<file path="src/rtl/sparse_cnn_frame_ctrl.sv">
// Frame controller for the SparseCNN core: compresses a dense KxK kernel into packed
// nonzero value/row/col buses, streams one IMG x IMG feature frame, then awaits the core result.
module sparse_cnn_frame_ctrl #(
  parameter int WORD_LENGTH = 8,
  parameter int KERNEL_SIZE = 5,
  parameter int IMAGE_SIZE  = 28,
  parameter int NUM_SLOTS   = 28,
  parameter int TIMEOUT     = 4096
) (
  input  logic                             clk,
  input  logic                             rst,
  input  logic                             start,
  input  logic                             w_in_valid,
  input  logic [WORD_LENGTH-1:0]           w_in,
  output logic                             w_in_ready,
  input  logic                             f_in_valid,
  input  logic [WORD_LENGTH-1:0]           f_in,
  output logic                             f_in_ready,
  output logic                             core_feature_valid,
  output logic [WORD_LENGTH-1:0]           core_feature,
  output logic [NUM_SLOTS*WORD_LENGTH-1:0] pe_input_weight_value,
  output logic [NUM_SLOTS*WORD_LENGTH-1:0] pe_input_weight_rows,
  output logic [NUM_SLOTS*WORD_LENGTH-1:0] pe_input_weight_cols,
  output logic [2*WORD_LENGTH-1:0]         weight_valid_num,
  input  logic                             core_out_valid,
  output logic                             busy,
  output logic                             done,
  output logic                             timeout_err,
  output logic [2:0]                       state_dbg
);

  localparam int W      = WORD_LENGTH;
  localparam int KK     = KERNEL_SIZE * KERNEL_SIZE;
  localparam int NPIX   = IMAGE_SIZE * IMAGE_SIZE;
  localparam int CNT_W  = 2 * WORD_LENGTH;
  localparam int IDX_W  = $clog2(KK + 1);
  localparam int RC_W   = (KERNEL_SIZE > 1) ? $clog2(KERNEL_SIZE) : 1;
  localparam int PIX_W  = $clog2(NPIX + 1);
  localparam int WAIT_W = (TIMEOUT > 1) ? $clog2(TIMEOUT) : 1;

  typedef enum logic [2:0] {
    S_IDLE     = 3'd0,
    S_LOAD_W   = 3'd1,
    S_STREAM   = 3'd2,
    S_WAIT_OUT = 3'd3,
    S_DONE     = 3'd4
  } state_t;

  state_t state, state_nxt;

  logic [IDX_W-1:0]  w_idx;
  logic [RC_W-1:0]   row, col;
  logic [PIX_W-1:0]  pix_cnt;
  logic [WAIT_W-1:0] wait_cnt;

  // valid/ready: a word transfers on every rising edge where both are high;
  // the producer may hold valid low for any number of cycles.
  logic start_acc, w_acc, f_acc, last_w, last_pix, wait_hit, slot_wr;

  assign start_acc = (state == S_IDLE) && start;
  assign w_acc     = (state == S_LOAD_W) && w_in_valid;
  assign f_acc     = (state == S_STREAM) && f_in_valid;
  assign last_w    = w_acc && (w_idx == IDX_W'(KK - 1));
  assign last_pix  = f_acc && (pix_cnt == PIX_W'(NPIX - 1));
  assign wait_hit  = (wait_cnt == WAIT_W'(TIMEOUT - 1));
  assign slot_wr   = w_acc && (w_in != '0) && (weight_valid_num < CNT_W'(NUM_SLOTS));

  always_ff @(posedge clk or negedge rst) begin
    if (!rst) state <= S_IDLE;
    else      state <= state_nxt;
  end

  always_comb begin
    state_nxt = state;
    case (state)
      S_IDLE:     if (start) state_nxt = S_LOAD_W;
      S_LOAD_W:   if (last_w) state_nxt = S_STREAM;
      S_STREAM:   if (last_pix) state_nxt = S_WAIT_OUT;
      // a result arriving on the timeout cycle still counts as success
      S_WAIT_OUT: begin
        if (core_out_valid)  state_nxt = S_DONE;
        else if (wait_hit)   state_nxt = S_IDLE;
      end
      S_DONE:     state_nxt = S_IDLE;
      default:    state_nxt = S_IDLE;
    endcase
  end

  always_comb begin
    w_in_ready = (state == S_LOAD_W);
    f_in_ready = (state == S_STREAM);
    busy       = (state != S_IDLE);
    done       = (state == S_DONE);
    state_dbg  = state;
  end

  always_ff @(posedge clk or negedge rst) begin
    if (!rst) begin
      w_idx <= '0;
      row   <= '0;
      col   <= '0;
    end else if (start_acc) begin
      w_idx <= '0;
      row   <= '0;
      col   <= '0;
    end else if (w_acc) begin
      w_idx <= w_idx + IDX_W'(1);
      if (col == RC_W'(KERNEL_SIZE - 1)) begin
        col <= '0;
        row <= row + RC_W'(1);
      end else begin
        col <= col + RC_W'(1);
      end
    end
  end

  // Nonzero weights are packed densely from slot 0; unused slots stay zero.
  always_ff @(posedge clk or negedge rst) begin
    if (!rst) begin
      pe_input_weight_value <= '0;
      pe_input_weight_rows  <= '0;
      pe_input_weight_cols  <= '0;
      weight_valid_num      <= '0;
    end else if (start_acc) begin
      pe_input_weight_value <= '0;
      pe_input_weight_rows  <= '0;
      pe_input_weight_cols  <= '0;
      weight_valid_num      <= '0;
    end else if (slot_wr) begin
      for (int s = 0; s < NUM_SLOTS; s++) begin
        if (weight_valid_num == CNT_W'(s)) begin
          pe_input_weight_value[s*W +: W] <= w_in;
          pe_input_weight_rows[s*W +: W]  <= W'(row);
          pe_input_weight_cols[s*W +: W]  <= W'(col);
        end
      end
      weight_valid_num <= weight_valid_num + CNT_W'(1);
    end
  end

  always_ff @(posedge clk or negedge rst) begin
    if (!rst) begin
      pix_cnt            <= '0;
      core_feature       <= '0;
      core_feature_valid <= 1'b0;
    end else begin
      core_feature_valid <= f_acc;
      if (f_acc) core_feature <= f_in;
      if (start_acc)  pix_cnt <= '0;
      else if (f_acc) pix_cnt <= pix_cnt + PIX_W'(1);
    end
  end

  always_ff @(posedge clk or negedge rst) begin
    if (!rst) begin
      wait_cnt    <= '0;
      timeout_err <= 1'b0;
    end else begin
      if (state == S_WAIT_OUT) wait_cnt <= wait_cnt + WAIT_W'(1);
      else                     wait_cnt <= '0;
      if (start_acc)
        timeout_err <= 1'b0;
      else if ((state == S_WAIT_OUT) && !core_out_valid && wait_hit)
        timeout_err <= 1'b1;
    end
  end

endmodule

</file>
<file path="config.mk">
export PLATFORM = sky130hd
export DESIGN_NAME = sparse_cnn_frame_ctrl
export DESIGN_NICKNAME = d
export VERILOG_FILES = /design/src/rtl/sparse_cnn_frame_ctrl.sv
export SDC_FILE = /design/constraint.sdc
export NUM_CORES = 1
export LEC_CHECK = 0
export CAP_MARGIN = 20
export CELL_PAD_IN_SITES_DETAIL_PLACEMENT = 1
export CELL_PAD_IN_SITES_GLOBAL_PLACEMENT = 1
export CORE_AREA = 2 2 280 282
export DETAILED_ROUTE_END_ITERATION = 16
export DIE_AREA = 0 0 282 284
export PLACE_DENSITY_LB_ADDON = 0.1
export SKIP_LAST_GASP = 1
export SLEW_MARGIN = 20
export SYNTH_ARGS = -nofsm -noshare
export SYNTH_HDL_FRONTEND = slang
export SYNTH_SLANG_ARGS = --single-unit
export TNS_END_PERCENT = 1
</file>
<file path="constraint.sdc">
create_clock -name clk -period 2.54 [get_ports clk]
set_input_delay 0.635 -clock clk [delete_from_list [all_inputs] [get_ports clk]]
set_output_delay 0.635 -clock clk [all_outputs]
set_load 0.02 [all_outputs]
</file>
# Word level (Yosys, flattened, before mapping)
# Cells that the tools add are included.
# classes
mul	0
n_bitwise	0
shifts	0
reduce_logical	77
div	0
n_lt_le_gt_ge	1
n_addsub	6
eq_ne	39
mux	111
# op_table
operator	n
2-to-1 mux 224 bit	6
2-to-1 mux 8 bit	84
== test 16 x 5 -> 1 bit, second input constant	12
== test 16 x 4 -> 1 bit, second input constant	8
nonzero test 2 bit	33
== test 16 x 3 -> 1 bit, second input constant	4
AND reduction 2 bit	29
2-to-1 mux 3 bit	11
== test 16 x 2 -> 1 bit, second input constant	2
2-to-1 mux 16 bit	2
2-to-1 mux 10 bit	2
adder 16 x 1 -> 16 bit, second input constant	1
== test 16 x 1 -> 1 bit, second input constant	1
logical NOT 16 bit	1
< comparator 16 x 5 -> 1 bit, second input constant	1
adder 12 x 1 -> 12 bit, second input constant	1
== test 12 bit, second input constant	1
2-to-1 mux 12 bit	1
case mux 3 bit (4 select lines)	1
adder 10 x 1 -> 10 bit, second input constant	1
== test 10 bit, second input constant	1
2-to-1 mux 5 bit	2
logical AND 1 bit	9
nonzero test 8 bit	1
14 further kinds	19
# totals
latch_bits	0
word_cells	328
ram_bits	0
output_inout_bits	705
mem_count	0
in_bits	22
regBits	734
mem_bits_ro	0

# Depth between registers and ports, before layout
# depth
ltp_word	6
mapped_depth	9
ltp_nobuf	6

# Worst setup path after synthesis
# Ideal clock, no wire load.
# synth_path
path_kind	input to register
start	input w_in[6]
end	register pe_input_weight_cols[152]
arrival_ns	2.246
required_ns	2.408
setup_ns	0.132
cell_stages	8
path_buffers	3
path_slack_ns	0.163
path_cell_list	buf_2 or4_4 o21a_1 buf_6 nand4_2 buf_6 mux2i_1 nor2_1
# synth_via
elab_chain_cells	5
# synth_lines
item	line_no	rtl
from (decl)	14	input logic [WORD_LENGTH-1:0] w_in,
nonzero test 8 bit	66	assign slot_wr = w_acc && (w_in != '0) && (weight_valid_num < CNT_W'(NUM_SLOTS));
logical AND 1 bit (2 in a row)	66	
nonzero test 2 bit (no line)	n/a	
AND reduction 2 bit (no line)	n/a	
to (signal, indexed assignment)	134	pe_input_weight_cols[s*W +: W] <= W'(col);
to (decl)	23	output logic [NUM_SLOTS*WORD_LENGTH-1:0] pe_input_weight_cols,
# No other way between the ends.
# A chain may end at the register's enable or synchronous reset.

# Worst setup path after layout
# layout_path
start	register state[0] (netlist: state_dbg[0])
end	output f_in_ready
# layout_via
elab_chain_cells	1
# layout_lines
item	line_no	rtl
from (decl)	49	state_t state, state_nxt;
from (signal assigned)	70	else state <= state_nxt;
== test 3 x 2 -> 1 bit	91	f_in_ready = (state == S_STREAM);
to (decl)	18	output logic f_in_ready,
# No other way between the ends.

==> summary.md <==
| Metric | Value |
|---|---|
| Status | `finished, violations left` |
| Failing checks | `setup timing` |
| WP buf/inv | `1` |
| Global placer's final weighted congestion | `0.7703` |
| Int Power | `13.63 mW` |
| Pleak | `12.47 nW` |
| Top Ports | `727` |
| Die width | `282 µm` |
| Main synth FF type | `dfrtp_1` |
| Number of global-route vias before repair | `17,620` |
| WP data arrival | `2.02 ns` |
| Critical path cell sequence | `nor3b_2 > clkdlybuf4s50_1` |
| Total power | `20.16 mW` |
| DR vias | `16,950` |
| Setup Skew | `0.02533 ns` |
| Clock Latency Late Sink | `0.61 ns` |
| Setup TNS | `-0.3739 ns` |
| Post-Route WL | `82.22 mm` |
| Gr usage total | `0.2023` |
| Final core utilization | `0.3740` |
| Cell area power density | `700.5 nW/µm²` |
| Post-Syn Area | `21,750 µm²` |
| Slowest-stage cell, CP | `clkdlybuf4s50_1` |
| Hold Path Class | `reg -> reg` |
| Syn avg cell area | `9.596 µm²` |
| RSZ-0062 raised after global routing | `true` |
| Final Cycle Share | `1.044` |
| Max_cap viols | `0` |
| CP Capture Type | `output port` |
| Pin count of the biggest net entering global routing | `81` |
| Starting DRT DRC Count | `926` |
| Maximum vdd ir drop | `0.0004441 V` |
| Grt ovf | `0` |
| Root Buffer | `clkbuf_16` |
| Core Footprint | `76,960 µm²` |
| Filler instances | `8,744` |
| Num Clock Sinks | `454` |
| ANT nets after route | `0` |
| Drt wl/cell | `21.68 µm` |
| Critical Path Source Type | `flop` |
| Max transition margin | `0.5684` |
| Yosys reg bits | `454` |
| Starting density of the core | `0.2827` |
| DP Wirelength | `56.73 mm` |
| Router iterations before antenna repair | `5` |
| Number of antenna diodes | `0` |
| Setup WS post-layout | `-0.1108 ns` |
| Final hold violation count | `0` |
| Final nets | `2,746` |
| CTS tree | `yes` |
| Max incr delay on CP | `0.65 ns` |
| Fin crit period | `2.651 ns` |
| Share of cells above drive strength 1 | `0.1036` |
| Yosys cell types | `51` |
| Comb power frac | `0.215` |
| Leading cell types in the layout, fill and taps excluded | `nand2_1 (621), dfrtp_1 (444), clkdlybuf4s50_1 (435)` |
| IO Port Bufs | `446` |
| Clock Tree Buf Depth | `3` |
| Post-synthesis sequential area ratio | `0.5223` |
| Most common cell after layout, fill and taps aside | `nand2_1` |
| Pre-CTS setup slack | `-0.2979 ns` |
| Worst Max-Slew Pin Slew | `0.6474 ns` |
| Setup violations, final | `4` |
| Net Sw Frac | `0.3239` |
| Via-per-instance ratio | `4.469` |
| Crit Path Category | `reg -> out` |
| Initial antenna violation count | `1` |
| WP data required | `1.90 ns` |
| Async set or reset register ratio after synthesis | `1.000` |
| Peak Freq | `377.2 MHz` |
| Sequential Power Share | `0.388` |
| Reg clk slew, reported paths | `0.06 ns` |
| Global-route wire length before repair | `121.9 mm` |
| Yosys warnings | `0` |
| Worst-path maximum fanout | `9` |
| Standard-cell rows | `102` |
| DRC Markers | `0` |
| Final Slew Violations | `0` |
| H-tree Lvls | `2` |
| Die Ht | `284 µm` |
| Switching power | `6.531 mW` |
| Post-synth EDFFs | `0` |
| Post-Syn Instances | `2,267` |
| DIE AREA | `80,090 µm²` |
| CTS buffer count | `54` |
| Top cell family by delay on the critical path | `buffers and inverters` |
| Clock power share | `0.397` |
| Synth-to-layout area growth | `32.31%` |
## per-stage QoR
step                      hold slack, ns  cells  cell area, µm²
after global placement            0.4380   3696           26950
final                             0.4662   3792           28780
after CTS                         0.4631   3792           28770
after detailed placement          0.4552   3696           26950
after floorplan                   0.3394   2546           22800
after global routing              0.4915   3792           28780
## layout make-up
cell class,instances,area [µm²],area share
tap,1040,1301,0.04521
multi-input combinational,1631,8267,0.2872
sequential,454,11370,0.3952
inverter,11,41.29,0.001435
clock inverter,18,232.7,0.008086
timing repair buffer,561,5997,0.2084
clock buffer,77,1569,0.05451
## registers in the layout, summed over array words and instances (netlist names), 5 cells and up
| register | flops |
|---|---|
| pe_input_weight_value | 224 |
| pe_input_weight_cols | 84 |
| pe_input_weight_rows | 84 |
| weight_valid_num | 16 |
| wait_cnt | 12 |
| pix_cnt | 10 |
| core_feature | 8 |
| w_idx | 5 |
## final timing paths
kind | start | to | slack (ns) | cells after the start
setup / recovery | state_dbg[0] | f_in_ready | -0.11 | 2
min in group asynchronous | rst | pe_input_weight_value[103] | 0.53 | 2
hold reg to reg | wait_cnt[0] | wait_cnt[0] | 0.47 | 1
setup reg to reg | weight_valid_num[13] | pe_input_weight_value[129] | 0.07 | 9
hold / removal | wait_cnt[0] | wait_cnt[0] | 0.47 | 1
max in group asynchronous | rst | pe_input_weight_value[174] | 1.16 | 3
## routing by layer
metal,routed length (µm),part of all wire,GRT usage
met4,1622,0.020,0.04375
met1,35230,0.43,0.2621
met3,4135,0.050,0.03870
met2,41230,0.50,0.3480
met5,0,0,0
## power by group through the flow
stage | logic (mW) | clock network, mW | registers, mW
floorplan | 2.49 | 0 | 8.10
global placement | 4.30 | 0 | 7.95
detailed placement | 4.37 | 0 | 7.96
CTS | 4.39 | 8.29 | 7.83
global route | 4.67 | 8.57 | 7.88
finish | 4.32 | 8.00 | 7.83
## synth_stat cells (8+ instances only)
master,instances,area (µm²)
nand4_4,18,382.9
buf_2,47,235.2
inv_1,11,41.29
clkbuf_1,63,236.5
o21ai_0,63,315.3
buf_4,284,2132
mux2_2,8,90.09
buf_6,45,506.7
xnor2_1,9,78.83
mux2i_1,45,450.4
a21oi_1,299,1496
nor2b_1,16,100.1
nor2_1,82,307.8
nand3_1,66,330.3
xor2_1,15,131.4
nand4_1,9,56.30
nor4_4,20,425.4
ha_1,11,137.6
nand2_1,622,2335
dfrtp_1,454,11360
## cells by family (layout without fill, tap and decap cells)
group	after synthesis	after routing	share of synthesized area
xor+xnor	24	24	0.009663
mux	53	53	0.02485
other cells	1	280	0.0001724
buf+inv	461	667	0.1478
fa+ha+maj	11	11	0.006327
flops	454	454	0.5223
simple gates	893	893	0.2023
compound gates	370	370	0.08668
## timing repair
action | in CTS | in global routing
hold buffers | 1 | 0
setup buffers | 0 | 0
resized for setup | 4 | 5
setup endpoints to repair | 11 | 69
endpoints found under the hold margin | 27 | 0
No activity file was read; power rests on OpenSTA's default activity.
==> patch (same settings) <==
Change the parameter `IMAGE_SIZE` from 28 to 14.
--- a/src/rtl/sparse_cnn_frame_ctrl.sv
+++ b/src/rtl/sparse_cnn_frame_ctrl.sv
@@ -5,3 +5,3 @@
   parameter int KERNEL_SIZE = 5,
-  parameter int IMAGE_SIZE  = 28,
+  parameter int IMAGE_SIZE  = 14,
   parameter int NUM_SLOTS   = 28,
Check against the original RTL: not settled (the Yosys comparison gave no result); the edit may change what the design does.
==> patch against the unedited design <==
The run still ends with negative setup slack left; worst setup slack worse by 15 ps; clock skew down 10 ps; synthesized cell count down 16%; maximum frequency shrank 0.58%; cell area up 0.62%; sequential cell count decreased by 2; worst hold slack lost 11 ps; utilization grew 0.23 points; area after synthesis decreased by 2.3%; wire length down 4.1%.
Power is not compared: it rests on default switching activity, and its combinational part moved more than twofold at a synthesized area within 25%.
==> patch: results <==
<?xml version="1.0" encoding="UTF-8"?>
<metrics>
  <group name="timing">
    <metric name="finalSetupViolations" unit="">3</metric>
    <metric name="skew" unit="ps">15.2</metric>
    <metric name="fin_ws" unit="ps">-126</metric>
    <metric name="finalSetupTns" unit="ps">-352</metric>
  </group>
  <group name="cells_and_area">
    <metric name="area_share_nonclk_buffers" unit="">0.214</metric>
    <metric name="final.fill_count" unit="">8436</metric>
    <metric name="seq_share" unit="">0.391</metric>
    <metric name="signal_buffers" unit="">574</metric>
    <metric name="multi_input_comb_cells" unit="">1308</metric>
    <metric name="clkbuf_count" unit="">80</metric>
    <metric name="finish.net_count" unit="">2431</metric>
    <metric name="clk_share" unit="">0.0626</metric>
    <metric name="multi_input_comb_area" unit="sq um">8320</metric>
  </group>
  <group name="outcome">
    <metric name="violated_checks" unit="">negative setup slack</metric>
    <metric name="run_status" unit="">finished, violations left</metric>
  </group>
  <group name="synthesis">
    <metric name="synth_fa_ha_area_frac" unit="">0.00648</metric>
    <metric name="synth_compound_area_frac" unit="">0.00830</metric>
    <metric name="ys_seq_area_frac" unit="">0.532</metric>
    <metric name="post_synth_most_frequent_cells" unit="">sky130_fd_sc_hd__dfrtp_1 (452), sky130_fd_sc_hd__nand2_1 (423), sky130_fd_sc_hd__mux2i_1 (395), sky130_fd_sc_hd__buf_4 (296), sky130_fd_sc_hd__clkbuf_1 (90)</metric>
  </group>
  <group name="global_routing">
    <metric name="grt.total_usage" unit="">0.194</metric>
    <metric name="grt.met2_usage" unit="">0.340</metric>
    <metric name="grt_pass1_wl" unit="mm">115</metric>
    <metric name="first_global_vias" unit="">16133</metric>
  </group>
  <group name="routing">
    <metric name="m1WireLength" unit="mm">32.5</metric>
    <metric name="drt_iter0_drc" unit="">688</metric>
    <metric name="met3_length" unit="mm">4.47</metric>
  </group>
  <group name="placed_design">
    <metric name="dpl-instance-area" unit="sq um">27100</metric>
    <metric name="dp_hpwl" unit="mm">54.8</metric>
    <metric name="dp_cells" unit="">3381</metric>
  </group>
  <group name="clock_tree">
    <metric name="clock_sink_total" unit="">452</metric>
  </group>
</metrics>
patch: changes by cell type in the layout (fill, tap and decap cells not counted), sizes merged, moves of 8 or more:
cell           change
clkdlybuf4s50      +8
a21oi            -290
nand3             -42
o21ai             -56
nor2b             -14
and2              +10
nand2            -199
mux2i            +350
nor4              -16
nand4              -9
nor2              -50
patch: path summary, 6_finish.rpt:
kind / start / to / slack, ps / cells past startpoint
max: state_dbg[2]$_DFFE_PN0P_ / f_in_ready / -130 / 3
min: wait_cnt[0]$_DFF_PN0_ / wait_cnt[0]$_DFF_PN0_ / 450 / 1
max reg2reg: weight_valid_num[6]$_DFFE_PN0P_ / pe_input_weight_cols[0]$_DFFE_PN0P_ / 60 / 5
min reg2reg: wait_cnt[0]$_DFF_PN0_ / wait_cnt[0]$_DFF_PN0_ / 450 / 1
max in group asynchronous: rst / pe_input_weight_value[103]$_DFFE_PN0P_ / 1130 / 4
min in group asynchronous: rst / pe_input_weight_value[214]$_DFFE_PN0P_ / 540 / 2
